==> src/rtl/uart_rx_16x_if.sv <==
// Receiver-side bundle: oversample strobe, serial line, consumer handshake and status.
interface uart_rx_16x_if #(
  parameter int unsigned DATA_BITS = 8
) ();
  logic                 rxclk_en;
  logic                 rx;
  logic                 rdy_clr;
  logic [DATA_BITS-1:0] data;
  logic                 rdy;
  logic                 frame_err;
  logic                 overrun;

  modport slave (
    input  rxclk_en,
    input  rx,
    input  rdy_clr,
    output data,
    output rdy,
    output frame_err,
    output overrun
  );

  modport master (
    output rxclk_en,
    output rx,
    output rdy_clr,
    input  data,
    input  rdy,
    input  frame_err,
    input  overrun
  );
endinterface

==> src/rtl/uart_rx_16x.sv <==
// 8N1 UART receiver on a 16x oversample strobe: start-bit qualification, mid-bit
// sampling, ready/clear handshake, framing-error and overrun flags.
module uart_rx_16x #(
  parameter int unsigned DATA_BITS  = 8,
  parameter int unsigned OVERSAMPLE = 16
) (
  input  logic          clk_12m,
  input  logic          rst,
  uart_rx_16x_if.slave  bus
);

  localparam int unsigned CNT_W = (OVERSAMPLE > 1) ? $clog2(OVERSAMPLE) : 1;
  localparam int unsigned IDX_W = (DATA_BITS > 1) ? $clog2(DATA_BITS) : 1;
  localparam logic [CNT_W-1:0] CNT_HALF = CNT_W'(OVERSAMPLE / 2 - 1);
  localparam logic [CNT_W-1:0] CNT_LAST = CNT_W'(OVERSAMPLE - 1);
  localparam logic [IDX_W-1:0] IDX_LAST = IDX_W'(DATA_BITS - 1);

  typedef enum logic [2:0] {
    S_IDLE,
    S_START,
    S_DATA,
    S_STOP,
    S_BREAK
  } state_t;

  state_t               r_state;
  logic [CNT_W-1:0]     r_cnt;
  logic [IDX_W-1:0]     r_bit_idx;
  logic [DATA_BITS-1:0] r_shreg;
  logic [DATA_BITS-1:0] r_data;
  logic                 r_rdy;
  logic                 r_frame_err;
  logic                 r_overrun;
  logic                 r_rx_meta;
  logic                 r_rx_s;

  logic                 w_bit_mid;

  assign w_bit_mid = (r_cnt == CNT_LAST);

  // Two-flop synchronizer; idle-high reset value keeps a reset from looking like a start edge.
  always_ff @(posedge clk_12m) begin
    if (rst) begin
      r_rx_meta <= 1'b1;
      r_rx_s    <= 1'b1;
    end else begin
      r_rx_meta <= bus.rx;
      r_rx_s    <= r_rx_meta;
    end
  end

  // Frame FSM and handshake; a completion on the same edge as rdy_clr overrides the clear.
  always_ff @(posedge clk_12m) begin
    if (rst) begin
      r_state     <= S_IDLE;
      r_cnt       <= '0;
      r_bit_idx   <= '0;
      r_shreg     <= '0;
      r_data      <= '0;
      r_rdy       <= 1'b0;
      r_frame_err <= 1'b0;
      r_overrun   <= 1'b0;
    end else begin
      if (bus.rdy_clr) begin
        r_rdy     <= 1'b0;
        r_overrun <= 1'b0;
      end

      if (bus.rxclk_en) begin
        unique case (r_state)
          S_IDLE: begin
            if (!r_rx_s) begin
              r_state <= S_START;
              r_cnt   <= '0;
            end
          end

          S_START: begin
            r_cnt <= r_cnt + CNT_W'(1);
            if (r_cnt == CNT_HALF) begin
              if (r_rx_s) begin
                r_state <= S_IDLE;
              end else begin
                r_state   <= S_DATA;
                r_cnt     <= '0;
                r_bit_idx <= '0;
              end
            end
          end

          S_DATA: begin
            r_cnt <= r_cnt + CNT_W'(1);
            if (w_bit_mid) begin
              r_shreg <= {r_rx_s, r_shreg[DATA_BITS-1:1]};
              r_cnt   <= '0;
              if (r_bit_idx == IDX_LAST) begin
                r_state <= S_STOP;
              end else begin
                r_bit_idx <= r_bit_idx + IDX_W'(1);
              end
            end
          end

          S_STOP: begin
            r_cnt <= r_cnt + CNT_W'(1);
            if (w_bit_mid) begin
              r_data      <= r_shreg;
              r_rdy       <= 1'b1;
              r_frame_err <= ~r_rx_s;
              r_overrun   <= bus.rdy_clr ? 1'b0 : (r_overrun | r_rdy);
              r_cnt       <= '0;
              r_state     <= r_rx_s ? S_IDLE : S_BREAK;
            end
          end

          S_BREAK: begin
            // Held-low line must return high before another frame can start.
            if (r_rx_s) begin
              r_state <= S_IDLE;
            end
          end

          default: begin
            r_state <= S_IDLE;
          end
        endcase
      end
    end
  end

  assign bus.data      = r_data;
  assign bus.rdy       = r_rdy;
  assign bus.frame_err = r_frame_err;
  assign bus.overrun   = r_overrun;

endmodule
==> src/flat_wrapper.sv <==
// flat-port wrapper written by rule: the top's interface ports become plain ports
module uart_rx_16x_flat 
#(
  parameter int unsigned DATA_BITS  = 8,
  parameter int unsigned OVERSAMPLE = 16
)
  (clk_12m, rst, bus_rxclk_en, bus_rx, bus_rdy_clr, bus_data, bus_rdy, bus_frame_err, bus_overrun);
  uart_rx_16x_if #(.DATA_BITS(DATA_BITS)) bus_i ();
  input  logic clk_12m;
  input  logic rst;
  input wire logic [$bits(bus_i.rxclk_en)-1:0] bus_rxclk_en;
  input wire logic [$bits(bus_i.rx)-1:0] bus_rx;
  input wire logic [$bits(bus_i.rdy_clr)-1:0] bus_rdy_clr;
  output wire logic [$bits(bus_i.data)-1:0] bus_data;
  output wire logic [$bits(bus_i.rdy)-1:0] bus_rdy;
  output wire logic [$bits(bus_i.frame_err)-1:0] bus_frame_err;
  output wire logic [$bits(bus_i.overrun)-1:0] bus_overrun;
  assign bus_i.rxclk_en = bus_rxclk_en;
  assign bus_i.rx = bus_rx;
  assign bus_i.rdy_clr = bus_rdy_clr;
  assign bus_data = bus_i.data;
  assign bus_rdy = bus_i.rdy;
  assign bus_frame_err = bus_i.frame_err;
  assign bus_overrun = bus_i.overrun;
  uart_rx_16x #(.DATA_BITS(DATA_BITS), .OVERSAMPLE(OVERSAMPLE)) u_core (.clk_12m(clk_12m), .rst(rst), .bus(bus_i));
endmodule
==> config.mk <==
export PLATFORM = sky130hd
export DESIGN_NAME = uart_rx_16x_flat
export DESIGN_NICKNAME = d
export VERILOG_FILES = /design/src/rtl/uart_rx_16x_if.sv /design/src/rtl/uart_rx_16x.sv /design/src/flat_wrapper.sv
export SDC_FILE = /design/constraint.sdc
export NUM_CORES = 1
export LEC_CHECK = 0
export ABC_AREA = 1
export CAP_MARGIN = 20
export CORE_MARGIN = 4
export CORE_UTILIZATION = 47
export CTS_BUF_LIST = sky130_fd_sc_hd__clkbuf_8
export CTS_CLUSTER_DIAMETER = 40
export DETAILED_ROUTE_END_ITERATION = 10
export HOLD_SLACK_MARGIN = 0.08
export PLACE_DENSITY = 0.69
export SYNTH_ARGS = -nofsm -noshare
export SYNTH_HDL_FRONTEND = slang
export SYNTH_SLANG_ARGS = --single-unit
==> constraint.sdc <==
create_clock -name clk_12m -period 1.4 [get_ports clk_12m]
set_input_delay 0.28 -clock clk_12m [delete_from_list [all_inputs] [get_ports clk_12m]]
set_output_delay 0.28 -clock clk_12m [all_outputs]
set_load 0.005 [all_outputs]
* Yosys cells after proc, flatten, opt, wreduce, memory -nomap -nowiden
Cells that the tools add are included.
Operators by class: mux-type cells 28, eq/ne operators 15, reductions and logical operators 9, add/subtract/negate cells 2, bitwise gates (word level) 2
Operator list (number):
- $mux 3 | 11
- $mux 4 | 4
- $pmux 3 s5 | 1
- $pmux 4 s3 | 1
- $ne 2x1->1 const B | 5
- $mux 1 | 9
- $reduce_and 3->1 | 3
- $reduce_and 7->1 | 1
- $eq 3x2->1 const B | 2
- $eq 3x3->1 const B | 2
- $ne 2x2->1 const B | 3
- $pmux 3 s2 | 1
- $reduce_and 6->1 | 1
- $add 4x1->4 const B | 1
- $eq 4x3->1 const B | 1
- $eq 4x4->1 const B | 1
- $add 3x1->3 const B | 1
- $eq 3x1->1 const B | 1
- $logic_not 3->1 | 1
- $reduce_bool 3->1 | 1
- $mux 2 | 1
- $reduce_bool 2->1 | 1
- $reduce_or 2->1 | 1
- $not 1->1 | 1
- $or 1x1->1 | 1
Word-level totals: input port bits 5, register bits after elaboration 31, logic and storage cells 66

* Depth between registers and ports, before layout
Gate-level depths: netlist of the first run.
depth after elaboration 5, mapped depth 10, depth with buffers taken out 10

* Worst setup path before layout of the first run
No wires, ideal clock.
path type register -> register, from reg u_core.r_cnt[0], to reg u_core.r_state[1], data arrival time 1.171 ns, period minus slack after synthesis 1.284 ns, stages on the path, launching flop included 9, slack 0.116 ns, data required time 1.287 ns, path buffers 0, path through dfxtp_1 -> ha_1 -> nand3_1 -> nand2_1 -> nand3_2 -> nor2_2 -> nand2_1 -> nand2_1 -> nor2_1
Between the ends: longest elaborated chain between the ends 3, elaborated cells on any way between the ends 6
Ends and longest elaborated chain:
- from (decl) | line uart_rx_16x.sv:27 | logic [CNT_W-1:0] r_cnt;
- from (signal assigned) | line uart_rx_16x.sv:79 | r_cnt <= r_cnt + CNT_W'(1);
- from (signal assigned) | line uart_rx_16x.sv:92 | r_cnt <= r_cnt + CNT_W'(1);
- from (signal assigned) | line uart_rx_16x.sv:105 | r_cnt <= r_cnt + CNT_W'(1);
- $eq 4x4->1 / $eq 4x3->1 (equally long branches) | line uart_rx_16x.sv:39, uart_rx_16x.sv:80
- $ne 2x1->1 (no line)
- $reduce_and 7->1 (no line) *
- to (signal assigned) | line uart_rx_16x.sv:112 | r_state <= r_rx_s ? S_IDLE : S_BREAK;
- to (decl) | line uart_rx_16x.sv:26 | state_t r_state;
Mark *: on every way between the ends. The rest lies on a longest branch, timed or not. A chain may end at the register's enable or synchronous reset.

* Worst setup path in the final report of the first run
from reg u_core.r_state[1], to reg u_core.r_bit_idx[0]
Between the ends: longest elaborated chain between the ends 3, elaborated cells on any way between the ends 9
Ends and longest elaborated chain:
- $eq 3x2->1 / $eq 3x1->1 (equally long branches) | line uart_rx_16x.sv:70 | unique case (r_state)
- $ne 2x1->1 (no line), or another cell as far along
- $reduce_and 6->1 (no line)
- to (signal assigned) | line uart_rx_16x.sv:99 | r_bit_idx <= r_bit_idx + IDX_W'(1);
- to (decl) | line uart_rx_16x.sv:28 | logic [IDX_W-1:0] r_bit_idx;
Parallel ways exist; a longest one is shown, timed or not.

==> impl_results.md, run 1 <==
- Outcome: completed
- Clock latency of the later-clocked register in the worst-skew pair: 280 ps
- Via count of the first global-routing pass: 1122
- Final setup violation count: 0
- Maximum fanout count along the critical path: 8
- Post-CTS clock slew at the launch and capture registers of the worst setup and hold paths: 60 ps
- Cells taking the most area after synthesis: dfxtp_1 (44%), nor2_1 (13%), nand2_1 (8.1%), o21ai_0 (6.8%), inv_1 (4.0%)
- Count leader, synth: nor2_1
- Arrival time of data at the critical path endpoint: 1510 ps
- Mapped Nets: 200
- Total core area: approximately 2800 µm²
- Unique masters post-synth: 23
- Count of vias placed by the detailed router: 1274
- Library cell with the largest summed area after synthesis: dfxtp_1
- Final critical-path required period: 1295 ps
- Highest achievable clock rate: 0.7722 GHz
- Drt pass-1 iters: 4
- Worst relative slew slack: 83.46%
- Sequential share of the synthesized area: 44.36%
- Power per Cell Area: 1201 nW/µm²
- Number of filler cells placed in the layout: 237
- Setup Total Neg Slack: 0 ps
- DRC errors left: 0
- # placed instances: 242
- Max-cap viol count: 0
- Fin Clk Skew: 2.994 ps
- Transition time at the pin with the least slew margin: 248.1 ps
- Finished Cell Area: 1818 µm²
- Total Nets Final: between 200 and 250
- Routability cong.: 0.9141
- Gr ovfl total: 0
- Port Buf Inserts: 15
- Path type of the worst min-delay path: reg -> reg
- Static leakage power: 0.7978 nW
- Via density per instance: between 5 and 6
- Post-route core utilization: 64.81%
- Number of primary I/O pins: 16
- Total power consumption of the routed design: 2.184 mW
- Area of combinational cells with multiple inputs: ~780 µm²
- Overall fraction of global-route tracks in use: 16.04%
- Cell chosen for the clock root: clkbuf_8
- Die X-Extent: 62.56 µm
- Routed WL per cell: 11.90 µm
- Synthesized area divided by synthesized cell count: 7.286 µm²
- Final hold violation count: 0
- Summed instance area of the synthesized netlist: between 1000 and 1500 µm²
- Fraction of post-synthesis cell area in the top cell type by area: 44.36%
- Main synth FF type: dfxtp_1
- Largest net degree at the start of global routing: 27
- Top cells by instance count after synthesis: nor2_1 (48), dfxtp_1 (31), nand2_1 (30)
- Data required time at the worst endpoint: roughly 1600 ps
- Startpoint kind of the worst setup timing path: flip-flop
- Count of mapped cells out of synthesis: 192
- HPWL reported at the end of detailed placement: 2096 µm
- Number of antenna diodes: 0
- Period utilization: 92.50%
- Antenna viol nets, final: 0
- Worst setup timing slack at the placement stage: -179.0 ps
- Cts-stage hold buffer count: 0
- Crit Path Category: reg -> reg
- Clock tree from TritonCTS: done
- Initial Utilization: 49.87%
- Initial antenna violation count: 0
- Register area: 629.4 µm²
- Number of max-slew violations in the final report: 0
- Die Area: 3913 µm²
- Worst-case clock buffer depth: 2
- Share of layout cells above drive strength 1: 23.18%
- First-pass GRT wire length: 5016 µm
- VDD IR-drop max: 0.8552 mV
- Final std cells w/o fill: 251
- Count of standard-cell rows: 19
- Clock net sink count: 31
- Fin Hold WS: 429.0 ps
- Number of synthesized flops with an enable pin: 0
- Die H: 62.56 µm
- H-tree depth: 2
- Kind of end point of the critical path: flip-flop
- Register bit count reported by yosys: 31
- Number of design-rule violations left by the first detailed-router iteration: 83
- Instance area after placement: between 1500 and 2000 µm²
- Total CTS buffers: 5
- Fraction of synthesis flops using an asynchronous set or reset pin: 0%
- Total routed wirelength: about 3000 µm
- Synth warnings: 0
- Final worst setup slack: between 100 and 150 ps
- Area grow syn2layout: 29.96%
-- routing by layer --
| layer | part of all wire [%] | vias up | GRT usage [%] |
|---|---|---|---|
| li1 | - | 666 | - |
| met1 | 47 | 574 | 19.05 |
| met2 | 46 | 27 | 25.70 |
| met3 | 5.4 | 7 | 6.295 |
| met4 | 1.6 | 0 | 6.612 |
| met5 | 0 | - | 0 |
-- worst paths after layout --
check	startpoint	endpoint	slack, ps	depth (start not counted)
min	u_core.r_rx_meta	u_core.r_rx_s	430	1
min reg2reg	u_core.r_rx_meta	u_core.r_rx_s	430	1
max reg2reg	u_core.r_state[1]	u_core.r_bit_idx[0]	100	6
max	u_core.r_state[1]	u_core.r_bit_idx[0]	100	6
-- cell usage in the layout (no fill, tap or decap) --
master,count
nand2_2,4
dfxtp_1,24
nand4_1,4
clkbuf_8,5
clkinv_2,2
nor2_1,48
a211oi_2,1
o21ai_4,1
a21oi_1,8
nand3_2,1
nor2_4,5
buf_12,1
dlygate4sd2_1,10
nor2_2,2
inv_2,3
or2_2,2
inv_1,15
nand2_1,28
nand3_1,6
o21ai_2,1
ha_2,1
buf_4,7
o21bai_1,1
clkdlybuf4s50_1,4
nand3_4,3
inv_6,1
nand2_4,2
ha_4,2
o21ai_0,18
dlymetal6s2s_1,1
dfxtp_2,7
nor3_1,2
-- area by class of cell --
type / count / area share (%)
multi-input combinational: 140 / 43.01
sequential: 31 / 34.62
timing repair buffer: 23 / 11.70
inverter: 18 / 4.061
clock buffer: 5 / 3.785
tap: 31 / 2.134
clock inverter: 3 / 0.6882
-- report_power, final --
| part | internal, mW | switching (mW) | total, mW |
|---|---|---|---|
| clock network | 0.333 | 0.316 | 0.649 |
| registers | 0.949 | 0.0743 | 1.02 |
| logic | 0.201 | 0.310 | 0.511 |
-- critical path, cell delays in order (launching register included) --
cell	delay [ps]
dfxtp_2	470
nand2_4	110
nor2_4	180
o21ai_0	150
nor2_2	170
nor2_1	50
nor2_1	90
-- cells by family after synthesis --
group | count (synthesis) | synth area share, %
and+or+nand+nor | 107 | 35.33
AOI/OAI and AO/OA | 30 | 11.36
DFF | 31 | 44.37
adders and majority gates | 3 | 2.684
buffers and inverters | 21 | 6.261
-- state kept, by name (all words and copies together), names as in the netlist, 3 cells and up --
register and count:
u_core.bus.data 8, u_core.r_shreg 8, u_core.r_cnt 4, u_core.r_bit_idx 3, u_core.r_state 3
-- what timing repair did --
item	CTS	global route
setup buffers	0	1
endpoints found under the hold margin	0	0
endpoints found under the setup margin	21	29
pin swaps	0	10
gates resized for setup	16	24
No activity file was read; power rests on OpenSTA's default activity.
==> run 2: changes to the inputs <==
--- a/config.mk
+++ b/config.mk
@@ -14,6 +14,7 @@
 export DETAILED_ROUTE_END_ITERATION = 10
 export HOLD_SLACK_MARGIN = 0.08
 export PLACE_DENSITY = 0.69
+export SETUP_SLACK_MARGIN = 0.2
 export SYNTH_ARGS = -nofsm -noshare
 export SYNTH_HDL_FRONTEND = slang
 export SYNTH_SLANG_ARGS = --single-unit
==> run 2 against run 1 <==
Compared with the run above:
- the flow now finishes with violations (setup timing)
- clock power is 41% higher
- register-to-register slack worse by 160 ps
- final area is 27% higher
- flip-flop and latch count is the same
- die area stayed put
- combinational power increased by 57%
- routed wire length is 53% higher
==> impl_results.md, run 2 (synthesis results as in run 1) <==
- Die X-Extent: 62.56 µm (unchanged)
- Post-CTS clock slew at the launch and capture registers of the worst setup and hold paths: 70 ps (about the same)
- Critical-path cell with the highest stage delay: dfxtp_2
- Port Buf Inserts: 15 (unchanged)
- Capture endpoint of the worst hold path: u_core.r_rx_s
- Number of antenna diodes: 0 (unchanged)
- VDD IR-drop max: 1.326 mV (+55%)
- Number of max-slew violations in the final report: 0 (unchanged)
- Max-cap viol count: 0 (unchanged)
- Kind of end point of the critical path: flip-flop
- Area grow syn2layout: 65.12%
- First-pass GRT wire length: 6637 µm (+32%)
- Final critical-path required period: 1457 ps (+162.3 ps)
- H-tree depth: 2 (unchanged)
- Path type of the worst min-delay path: reg -> reg
- Power per Cell Area: 1197 nW/µm² (-0.37%)
- HPWL reported at the end of detailed placement: 2141 µm (+2.1%)
- Startpoint of the worst setup timing path: u_core.r_cnt[1]
- Worst-case clock buffer depth: 2 (unchanged)
- Initial Utilization: 49.87% (unchanged)
- Antenna viol nets, final: 0 (unchanged)
- Share of layout cells above drive strength 1: 47.93% (+25 points)
- Number of design-rule violations left by the first detailed-router iteration: 93 (+12%)
- Cell chosen for the clock root: clkbuf_8
- Largest net degree at the start of global routing: 27 (unchanged)
- Hold path startpoint: u_core.r_rx_meta
- Total core area: 2805 µm² (unchanged)
- Reg-to-reg setup timing slack: -60 ps (-160 ps)
- Final setup violation count: 8 (+8)
- Maximum cell stage delay along the critical path: 350 ps (-120 ps)
- Reg2reg start: u_core.r_cnt[1]
- DRC errors left: 0 (unchanged)
- Instance area after placement: 1660 µm² (+1.6%)
- Clock tree from TritonCTS: done
- Startpoint kind of the worst setup timing path: flip-flop
- Worst relative slew slack: 81.66% (-1.8 points)
- Via density per instance: 5.571 (+9.8%)
- Worst setup timing slack at the placement stage: -107.1 ps (+71.90 ps)
- Data required time at the worst endpoint: 1580 ps (-30 ps)
- Total CTS buffers: 5 (unchanged)
- Count of standard-cell rows: 19 (unchanged)
- Period utilization: 104.1% (+12 points)
- Setup Total Neg Slack: -225.2 ps (-225.2 ps)
- Count of vias placed by the detailed router: 1521 (+19%)
- Routed WL per cell: 16.70 µm (+40%)
- Die Area: 3913 µm² (unchanged)
- Violated checks: setup timing
- Final worst setup slack: -57.29 ps (-162.3 ps)
- Transition time at the pin with the least slew margin: 274.1 ps (+25.97 ps)
- Drt pass-1 iters: 4 (unchanged)
- Routability cong.: 0.9167 (+0.28%)
- Finished Cell Area: 2310 µm² (+27%)
- Initial antenna violation count: 0 (unchanged)
- Worst-case reg-to-reg path depth: 7 (+1)
- Gr ovfl total: 0 (unchanged)
- Die H: 62.56 µm (unchanged)
- Crit Path Category: reg -> reg
- Unrepaired setup endpoints after global routing: true
- Series of cell instances along the critical path: ha_4 -> nand3_4 -> nor2_4 -> nand2_4 -> buf_6 -> o21ai_2 -> nor2_1
- Maximum fanout count along the critical path: 6 (-2)
- Total Nets Final: 249 (+9.7%)
- Arrival time of data at the critical path endpoint: 1640 ps (+130 ps)
- Final hold violation count: 0 (unchanged)
- Total routed wirelength: 4560 µm (+53%)
- Highest achievable clock rate: 0.6862 GHz (-11%)
- Worst flop-to-flop path endpoint: u_core.bus.data[6]
- Clock latency of the later-clocked register in the worst-skew pair: 280 ps (about the same)
- Clock net sink count: 31 (unchanged)
- Number of primary I/O pins: 16 (unchanged)
- WHS Path Cells: 1 (unchanged)
- Most used cells in the layout excluding fill and tap cells: nor2_1 (41), dfxtp_1 (23), nand2_1 (21), buf_4 (20), o21ai_2 (13)
- Most frequent standard cell in the layout excluding fill and tap cells: nor2_1
- Static leakage power: 0.9760 nW (+22%)
- Via count of the first global-routing pass: 1433 (+28%)
- Fin Clk Skew: 4.791 ps (+1.797 ps)
- Overall fraction of global-route tracks in use: 21.28% (+5.2 points)
- Outcome: complete, but fails checks
## run 2: changes by cell type in the layout (fill, tap and decap cells not counted), moves of 7 or more
cell	before	now
nand2_1	28	21
nor2_1	48	41
o21ai_0	18	0
o21ai_2	1	13
buf_4	7	20
## run 2: repair_timing
| action | 4_1_cts | 5_1_grt |
|---|---|---|
| endpoints found under the hold margin | 0 | 0 |
| pin swaps | 23 | 15 |
| resized for setup | 91 | 27 |
| setup endpoints to repair | 40 | 29 |
| hold buffers | 0 | 0 |
| setup buffers | 12 | 9 |
| gates cloned | 4 | 0 |
## run 2: power by group
group          internal (mW)  switching (mW)  leakage [nW]
Sequential             0.957          0.0873         0.255
Clock                  0.575           0.341        0.0612
Combinational          0.352           0.453         0.660
## run 2: critical path, delay by kind of cell (launching register included)
family	cells	cell delay, ps
buffers and inverters	1	150
adder cells (fa/ha/maj)	1	160
AO/OA/AOI/OAI	1	130
flip-flops	1	350
AND/OR/NAND/NOR	4	560
## run 2: metrics by stage
| stage | utilization (%) | hold slack [ps] | std cells | power, mW |
|---|---|---|---|---|
| floorplan | - | 341.7 | 192 | 1.370 |
| global placement | 59.19 | 410.3 | 240 | 1.462 |
| detailed placement | 59.19 | 429.8 | 240 | 1.487 |
| CTS | 75.87 | 449.3 | 264 | 2.621 |
| global route | 82.34 | 481.4 | 273 | 2.914 |
| finish | 82.34 | 459.5 | 273 | 2.764 |
## run 2: layout make-up
type                    instances  area (µm²)
fillers                       147       495.5
multi-input cells             142        1032
well taps                      31       38.79
repair inverters                2       17.52
clock inverters                 2       35.03
repair buffers                 41       380.4
flip-flops and latches         31       638.1
inverters                      18       85.08
clock buffers                   6       82.58
## run 2: worst max path at each step
stage | to | depth (start not counted)
finish | u_core.bus.data[6] | 7
global route | u_core.bus.data[2] | 7
CTS | u_core.r_shreg[1] | 7
detailed placement | u_core.bus.frame_err | 7
global placement | u_core.bus.frame_err | 7
floorplan | u_core.r_state[1] | 10
## run 2: metal layers
metal | routed length [µm] | global-route usage (%) | vias to the layer above
li1 | - | - | 725
met1 | 1867 | 23.78 | 742
met2 | 2414 | 38.75 | 45
met3 | 215 | 6.295 | 9
met4 | 63 | 6.061 | 0
met5 | 0 | 0 | -
==> run 3: changes to the inputs <==
--- a/config.mk
+++ b/config.mk
@@ -8,12 +8,12 @@
 export ABC_AREA = 1
 export CAP_MARGIN = 20
 export CORE_MARGIN = 4
-export CORE_UTILIZATION = 47
+export CORE_UTILIZATION = 36
 export CTS_BUF_LIST = sky130_fd_sc_hd__clkbuf_8
 export CTS_CLUSTER_DIAMETER = 40
 export DETAILED_ROUTE_END_ITERATION = 10
 export HOLD_SLACK_MARGIN = 0.08
-export PLACE_DENSITY = 0.69
+export MAX_ROUTING_LAYER = met4
 export SETUP_SLACK_MARGIN = 0.2
 export SYNTH_ARGS = -nofsm -noshare
 export SYNTH_HDL_FRONTEND = slang
==> constraint.sdc (replaced) <==
create_clock -name clk_12m -period 1.26 [get_ports clk_12m]
set_input_delay 0.252 -clock clk_12m [delete_from_list [all_inputs] [get_ports clk_12m]]
set_output_delay 0.252 -clock clk_12m [all_outputs]
set_load 0.005 [all_outputs]
==> run 3 against run 2 <==
Compared with the run above:
- critical path depth unchanged
- power decreased by 5.0%
- final cell count increased by 4.8%
- largest power group unchanged
- the run still ends with setup timing left
==> impl_results.md, run 3 (synthesis results as in run 1) <==
- Max-cap viol count: 0 (unchanged)
- Worst relative slew slack: 78.23% (-3.4 points)
- Count of vias placed by the detailed router: 1363 (-10%)
- Highest achievable clock rate: 0.7306 GHz (+6.5%)
- Arrival time of data at the critical path endpoint: 1570 ps (-70 ps)
- Reg-to-reg setup timing slack: -110 ps (-50 ps)
- Via density per instance: 4.766 (-14%)
- Most used cells in the layout excluding fill and tap cells: nor2_1 (42), nand2_1 (27), buf_4 (19), dfxtp_2 (16), dfxtp_1 (13)
- Cts-stage hold buffer count: 0 (unchanged)
- Maximum fanout count along the critical path: 6 (unchanged)
- Die H: 70.34 µm (+12%)
- Worst setup timing slack at the placement stage: -263.1 ps (-156.0 ps)
- Setup Total Neg Slack: -1071 ps (-846.0 ps)
- Number of max-slew violations in the final report: 0 (unchanged)
- Clock latency of the later-clocked register in the worst-skew pair: 290 ps (about the same)
- Number of primary I/O pins: 16 (unchanged)
- Unrepaired setup endpoints after global routing: true
- Drt pass-1 iters: 4 (unchanged)
- Final setup violation count: 24 (+16)
- Post-CTS clock slew at the launch and capture registers of the worst setup and hold paths: 70 ps (about the same)
- Fin Hold WS: 425.0 ps (-34.53 ps)
- Cell chosen for the clock root: clkbuf_8
- Topmost layer with routed signal wires: met4
- Total routed wirelength: 3445 µm (-24%)
- Instance area after placement: 1798 µm² (+8.3%)
- Outcome: complete, but fails checks
- Post-route core utilization: 56.06% (-26 points)
- Total core area: 3716 µm² (+32%)
- Total CTS buffers: 5 (unchanged)
- Finished Cell Area: 2083 µm² (-9.8%)
- VDD IR-drop max: 0.6629 mV (-50%)
- Initial antenna violation count: 0 (unchanged)
- Via count of the first global-routing pass: 1322 (-7.7%)
- Period utilization: 108.6% (+4.5 points)
- H-tree depth: 2 (unchanged)
- Routed WL per cell: 12.05 µm (-28%)
- Area grow syn2layout: 48.93%
- Worst flop-to-flop path endpoint: u_core.bus.frame_err
- Total Nets Final: 245 (-1.6%)
- Port Buf Inserts: 15 (unchanged)
- Transition time at the pin with the least slew margin: 323.2 ps (+49.15 ps)
- Die Area: 4947 µm² (+26%)
- Reg2reg start: u_core.r_cnt[0]
- Final worst setup slack: -108.7 ps (-51.39 ps)
- Routed metal-1 wirelength: 1552 µm (-17%)
- Data required time at the worst endpoint: 1460 ps (-120 ps)
- HPWL reported at the end of detailed placement: 2273 µm (+6.2%)
- Share of layout cells above drive strength 1: 47.90% (about the same)
- Die X-Extent: 70.34 µm (+12%)
- Initial Utilization: 37.64% (-12 points)
- Most frequent standard cell in the layout excluding fill and tap cells: nor2_1
- Overall fraction of global-route tracks in use: 15.17% (-6.1 points)
- Antenna viol nets, final: 0 (unchanged)
- Final std cells w/o fill: 286 (+4.8%)
- Static leakage power: 0.9071 nW (-7.1%)
- Count of standard-cell rows: 22 (+3)
- Kind of end point of the critical path: flip-flop
- Routability cong.: 0.7891 (-14%)
- Crit Path Category: reg -> reg
- Path type of the worst min-delay path: reg -> reg
- Startpoint kind of the worst setup timing path: flip-flop
- Power per Cell Area: 1261 nW/µm² (+5.4%)
- Capture endpoint of the worst hold path: u_core.r_rx_s
- Worst-case clock buffer depth: 2 (unchanged)
- Number of filler cells placed in the layout: 353 (+140%)
- Number of design-rule violations left by the first detailed-router iteration: 78 (-16%)
- Worst-case reg-to-reg path depth: 7 (unchanged)
- # placed instances: 268 (+12%)
- First-pass GRT wire length: 5809 µm (-12%)
- Met3 wirelength from detailed routing: 120 µm (-44%)
- Final hold violation count: 0 (unchanged)
- Violated checks: setup timing
- Fin Clk Skew: 8.424 ps (+3.633 ps)
- Number of antenna diodes: 0 (unchanged)
- Largest net degree at the start of global routing: 26 (-3.7%)
- Hold path startpoint: u_core.r_rx_meta
- Gr ovfl total: 0 (unchanged)
- Clock tree from TritonCTS: done
- WHS Path Cells: 1 (unchanged)
- DRC errors left: 0 (unchanged)
- Clock net sink count: 31 (unchanged)
- Final critical-path required period: 1369 ps (-88.61 ps)
- Detail Route met2 WL: 1723 µm (-29%)
- Total power consumption of the routed design: 2.627 mW (-5.0%)
run 3: changes by cell type in the layout (fill, tap and decap cells not counted), moves of 3 or more:
cell,change
buf_2,+11
dfxtp_2,+11
dlygate4sd2_1,-11
dfxtp_1,-10
o21ai_1,+7
nand2_1,+6
o21ai_2,-5
nor2_2,-4
o21ai_4,-4
inv_6,-3
nand2_4,-3
nor2_4,+3
run 3: how the worst max path moves through the flow:
stage / startpoint / to / slack, ps / cells past startpoint
4_1_cts: u_core.r_cnt[0] / u_core.r_bit_idx[1] / -60 / 8
2_1_floorplan: u_core.r_cnt[1] / u_core.bus.overrun / 70 / 8
3_5_place_dp: bus_rxclk_en / u_core.bus.frame_err / -260 / 7
5_1_grt: u_core.r_cnt[0] / u_core.r_state[1] / -200 / 10
6_report: u_core.r_cnt[0] / u_core.bus.frame_err / -110 / 7
3_3_place_gp: bus_rxclk_en / u_core.bus.frame_err / -230 / 7
run 3: repair_timing:
item	in CTS	in global routing
endpoints found under the setup margin	40	29
pin swaps	12	12
buffers inserted	5	2
gates resized for setup	96	21
gates cloned	3	0
run 3: layer usage:
layer  up-vias  track usage, %
li1        714               -
met1       626           17.50
met2        16           24.12
met3         7           4.892
met4         0           6.383
met5         -               -
run 3: layout make-up:
class	count	area [µm²]	area share (%)
Multi-Input combinational cell	141	903.4	43.36
Sequential cell	31	648.1	31.11
Timing Repair Buffer	38	291.5	13.99
Inverter	18	80.08	3.844
Clock buffer	5	68.82	3.303
Tap cell	48	60.06	2.883
Clock inverter	3	20.02	0.9610
Timing Repair inverter	2	11.26	0.5405
run 3: critical path, stage by stage (launching register included):
cell and delay (ps):
dfxtp_4 370, ha_4 150, nand3_4 100, nor2_4 250
nand2_4 140, inv_8 110, nor2_4 40, a211oi_2 130
run 3: where the power goes:
group          switching (mW)  internal, mW
clock network           0.389         0.384
registers              0.0873          1.06
logic                   0.403         0.308
